==> config.mk <==
export PLATFORM = sky130hd
export DESIGN_NAME = if_fetch
export DESIGN_NICKNAME = d
export VERILOG_FILES = /design/src/rtl/if_fetch.sv
export SDC_FILE = /design/constraint.sdc
export NUM_CORES = 1
export LEC_CHECK = 0
export ABC_AREA = 1
export CAP_MARGIN = 0
export CORE_MARGIN = 2
export CORE_UTILIZATION = 55
export CTS_CLUSTER_SIZE = 30
export DETAILED_ROUTE_END_ITERATION = 8
export PLACE_DENSITY_LB_ADDON = 0.15
export SYNTH_ARGS = -nofsm -noshare
export SYNTH_HDL_FRONTEND = slang
export SYNTH_SLANG_ARGS = --single-unit
==> constraint.sdc <==
create_clock -name clk -period 4.1 [get_ports clk]
set_input_delay 1.23 -clock clk [delete_from_list [all_inputs] [get_ports clk]]
set_output_delay 1.23 -clock clk [all_outputs]
set_load 0.005 [all_outputs]
==> src/rtl/if_fetch.sv <==
`default_nettype none
// ============================================================================
// Module   : if_fetch
// Brief    : RV32I instruction-fetch stage; assembles each instruction from
//            four byte reads on a shared 8-bit port and hands {pc, inst} to
//            the IF/ID register over a valid/ready handshake.
// Revision : 1.0 - initial release
// ============================================================================
module if_fetch #(
    parameter int                 ADDR_W   = 32,
    parameter logic [ADDR_W-1:0]  RESET_PC = '0
) (
    input  logic              clk,
    input  logic              rst,
    input  logic              jump_i,
    input  logic [ADDR_W-1:0] jump_addr_i,
    input  logic              mem_grant_i,
    input  logic [7:0]        mem_din_i,
    output logic [ADDR_W-1:0] mem_a_o,
    output logic              mem_rd_o,
    input  logic              id_ready_i,
    output logic              if_valid_o,
    output logic [ADDR_W-1:0] if_pc_o,
    output logic [31:0]       if_inst_o
);

    typedef enum logic [1:0] {
        S_ISSUE = 2'd0,
        S_DRAIN = 2'd1,
        S_VALID = 2'd2
    } state_t;

    state_t            r_state;
    state_t            w_state_nxt;
    logic [ADDR_W-1:0] r_pc;
    logic [1:0]        r_issue_idx;
    logic              r_pending;
    logic [1:0]        r_pend_idx;
    logic [31:0]       r_inst_buf;
    logic              r_valid;
    logic [ADDR_W-1:0] r_if_pc;
    logic [31:0]       r_if_inst;

    logic              w_issue_go;
    logic              w_cap_last;
    logic              w_accept;

    always_ff @(posedge clk) begin
        if (rst) begin
            r_state <= S_ISSUE;
        end else begin
            r_state <= w_state_nxt;
        end
    end

    always_comb begin
        w_state_nxt = r_state;
        w_issue_go  = (r_state == S_ISSUE) && mem_grant_i;
        w_cap_last  = r_pending && (r_pend_idx == 2'd3);
        w_accept    = r_valid && id_ready_i;
        case (r_state)
            S_ISSUE: if (w_issue_go && (r_issue_idx == 2'd3)) w_state_nxt = S_DRAIN;
            S_DRAIN: if (w_cap_last) w_state_nxt = S_VALID;
            S_VALID: if (w_accept) w_state_nxt = S_ISSUE;
            default: w_state_nxt = S_ISSUE;
        endcase
        if (jump_i) begin
            w_state_nxt = S_ISSUE;
        end
    end

    always_ff @(posedge clk) begin
        if (rst) begin
            r_pc        <= RESET_PC;
            r_issue_idx <= 2'd0;
            r_pending   <= 1'b0;
            r_pend_idx  <= 2'd0;
            r_inst_buf  <= 32'd0;
            r_valid     <= 1'b0;
            r_if_pc     <= '0;
            r_if_inst   <= 32'd0;
        end else if (jump_i) begin
            // Redirect drops any in-flight byte, including one granted now.
            r_pc        <= jump_addr_i;
            r_issue_idx <= 2'd0;
            r_pending   <= 1'b0;
            r_valid     <= 1'b0;
        end else begin
            if (r_pending) begin
                r_inst_buf[{r_pend_idx, 3'b000} +: 8] <= mem_din_i;
            end
            r_pending <= w_issue_go;
            if (w_issue_go) begin
                r_pend_idx  <= r_issue_idx;
                r_issue_idx <= r_issue_idx + 2'd1;
            end
            if ((r_state == S_DRAIN) && w_cap_last) begin
                r_if_inst <= {mem_din_i, r_inst_buf[23:0]};
                r_if_pc   <= r_pc;
                r_valid   <= 1'b1;
            end
            if ((r_state == S_VALID) && w_accept) begin
                r_pc        <= r_pc + ADDR_W'(4);
                r_issue_idx <= 2'd0;
                r_valid     <= 1'b0;
            end
        end
    end

    assign mem_rd_o   = (r_state == S_ISSUE) && !rst;
    assign mem_a_o    = rst ? RESET_PC : (r_pc + ADDR_W'(r_issue_idx));
    assign if_valid_o = r_valid;
    assign if_pc_o    = r_if_pc;
    assign if_inst_o  = r_if_inst;

endmodule
`default_nettype wire

==> impl_results.md <==
* Tcrit/Tclk final at 95.8%
* Mapped Nets at 1000
* Vias in the first global route at between 6000 and 7000
* Worst slew margin at 53.4%
* DRT Wirelength at just over 20 mm
* Unique masters post-synth at 38
* IR drop worst, VDD at approximately 0.28 mV
* H-tree Lvls at 4
* Clock root cell: clkbuf_16
* First-pass GRT wire length at ~32 mm
* DRT antenna net count at 0
* Setup TNS at 0 ns
* Clk Latency, worst-skew pair at 0.42 ns
* Skew final at about 0.011 ns
* FP Rows at 39
* Drt drc at 0
* Vias/cell at about 5.8
* Post-DR wirelength/cell at 16.6 µm
* Sequential area share after synthesis at between 30% and 40%
* Worst-path clk slew at ~0.050 ns
* Clock network fraction of total power at 50.8%
* CTS Buf Count at 17
* Worst setup path category: flip-flop to primary output
* Nets@finish at ~1100
* Pleak at just over 0.003 µW
* Total track usage at 31.5%
* Routability Congestion at slightly below 1
* Startpoint class of the critical path: flip-flop
* Cts hold-fix bufs at 0
* Endpoints failing setup at 0
* Full die area at 12700 µm²
* Max cap viols at 0
* Slew Viols, Final at 0
* Comb pwr share at under 10%
* 1st-pass router iterations at 6
* P_sw at about 750 µW
* Cell Area, Synth at between 6000 and 7000 µm²
* Switching share of power at 23.4%
* Post-synth top area cell: dfxtp_1
* Hpwl dp at 13.4 mm
* CTS sink cnt at about 130
* Via count at 7033
* Hold Crit Class: flip-flop to flip-flop
* CP Data Required Time at between 2 and 3 ns
* Unrepaired setup endpoints after global routing: false
* Cell Pwr Density at between 300 and 400 nW/µm²
* Syn Area/Cell at between 6 and 7 µm²
* Hold Path Stages at 2
* Grt total ovfl at 0
* Synthesis warning total at 0
* Cell internal pwr at 2440 µW
* CP max FO at 7
* Initial DRC count at ~740
* Die Y-Extent at about 110 µm
* Flip-flop and latch count after synthesis at ~130
* Fmax at 0.255 GHz
* Worst-margin pin slew at approximately 0.70 ns
* Largest net degree at the start of global routing at 67
* Post-layout power at 3180 µW
* Num ports at between 100 and 150
* CTS Buffer Depth at 2
* Initial antenna violation count at 0
* Starting Density at 56.8%
* Worst Reg-to-Reg Cells at 8
* Share of the synthesized area in the top cell type at between 30% and 40%
* Port Buffer Count at between 100 and 150
* Layout cells sized above 1 at 7.53%
* Status: complete, no violations
* Syn Inst Count at 945
* Top post-synthesis cells by area: dfxtp_1, nand2_1, nand3_1
* Hold Vio Cnt, Final at 0
* Die Wd at ~110 µm
* Critical Path AT at ~2.7 ns
* Layout area overhead at 32.9%
* Core Footprint at approximately 11000 µm²
* ANT cells at 0
* CTS tree: built
* Sequential power share at approximately 40%
* Setup crit end kind: primary output
* Minimum clock period at 3.93 ns
-- Yosys cell counts (all sizes together) --
| cell | number |
|---|---|
| nor2 | 98 |
| nand3 | 110 |
| inv | 82 |
| nand2 | 216 |
| nand4 | 6 |
| buf | 20 |
| ha | 9 |
| a21boi | 1 |
| o211ai | 3 |
| a21oi | 105 |
| dfxtp | 128 |
| a22oi | 1 |
| xnor2 | 1 |
| a211oi | 16 |
| xor2 | 10 |
| o21bai | 2 |
| o21ai | 50 |
| and3 | 3 |
| a21o | 1 |
| mux2i | 1 |
| nor3b | 1 |
| fa | 1 |
| clkbuf | 33 |
| nor3 | 18 |
| a31oi | 27 |
| nand3b | 2 |
-- registers in the layout, indices dropped and copies added (netlist names) --
register	count
if_inst_o	32
if_pc_o	32
r_pc	32
r_inst_buf	24
r_issue_idx	2
r_pend_idx	2
r_state	2
if_valid_o	1
r_pending	1
-- worst paths after layout --
path                                                   from  slack (ns)                          end
worst max-delay path                   r_pc[3]$_SDFFE_PP0N_        0.17                  mem_a_o[18]
worst min register to register  r_inst_buf[15]$_SDFFE_PP0P_        0.46  r_inst_buf[15]$_SDFFE_PP0P_
worst min-delay path            r_inst_buf[15]$_SDFFE_PP0P_        0.46  r_inst_buf[15]$_SDFFE_PP0P_
worst max register to register      r_state[0]$_SDFFE_PP0P_        1.93        r_pc[26]$_SDFFE_PP0N_
-- stage by stage --
stage / area [µm²] / hold WS [ns] / instances / utilization (%) / setup slack [ns]
global placement: 7980 / 0.443 / 1186 / 69.6 / 0.417
detailed placement: 7980 / 0.444 / 1186 / 69.6 / 0.368
finish: 8650 / 0.455 / 1218 / 75.5 / 0.173
floorplan: 6510 / 0.431 / 945 / - / 0.832
global route: 8650 / 0.467 / 1218 / 75.5 / 0.0138
CTS: 8610 / 0.455 / 1217 / 75.1 / 0.0172
-- power groups by stage --
stage / clock, µW / sequential [µW] / combinational (µW)
after floorplan: 0 / 1320 / 138
after global placement: 0 / 1330 / 242
after detailed placement: 0 / 1330 / 244
after CTS: 1620 / 1310 / 248
after global routing: 1680 / 1310 / 277
final: 1620 / 1310 / 255
-- repair_timing --
item | CTS | global route
gates resized for setup | 2 | 8
pin swaps | 0 | 1
buffers inserted | 0 | 1
setup endpoints to repair | 4 | 9
-- worst max-delay path, stage by stage (launching register included) --
cell	delay [ns]
dfxtp_1	0.46
ha_1	0.28
nand2_1	0.12
nor2_2	0.17
nand2_2	0.12
nor2_4	0.22
xor2_2	0.17
nor2_1	0.07
nor2_1	0.15
clkdlybuf4s50_1	0.52
-- layer usage --
metal  vias up  routed length [µm]  track usage (%)
met4         0                 891             16.9
met5         -                   0                0
met1      3191                8000             37.9
met3        81                1800             6.48
met2       376                9470             52.8
li1       3385                   -                -
-- cell type report --
class / count / area, µm²
sequential: 128 / 2560
tap: 143 / 179
multi-input combinational: 682 / 3440
fill: 917 / 2820
timing repair buffer: 152 / 1530
inverter: 82 / 308
clock inverter: 10 / 159
clock buffer: 21 / 470
-- cells by family (layout without fill, tap and decap cells) --
logic type	count (synthesis)	count (layout)	synth area share, %
flops	128	128	39.4
compound gates	206	206	17.3
simple gates	454	454	31.1
mux	1	1	0.154
fa+ha+maj	10	10	2.04
xor+xnor	11	11	1.60
buf+inv	135	265	8.44
-- layout by cell type, fill, tap and decap left out, types with 2 or more instances in the layout --
cell type / n
a211oi_1: 16
a21oi_1: 105
a31oi_1: 27
and3_1: 3
buf_12: 3
buf_4: 8
bufinv_16: 4
clkbuf_16: 17
clkbuf_8: 3
clkdlybuf4s50_1: 141
clkinv_2: 3
clkinvlp_4: 2
dfxtp_1: 127
ha_1: 8
inv_1: 80
inv_2: 2
nand2_1: 205
nand2_2: 10
nand3_1: 110
nand3b_1: 2
nand4_1: 5
nor2_1: 79
nor2_2: 12
nor2_4: 6
nor3_1: 17
o211ai_1: 3
o21ai_0: 46
o21ai_1: 4
o21bai_1: 2
xor2_1: 9
No activity file was read; power rests on OpenSTA's default activity.
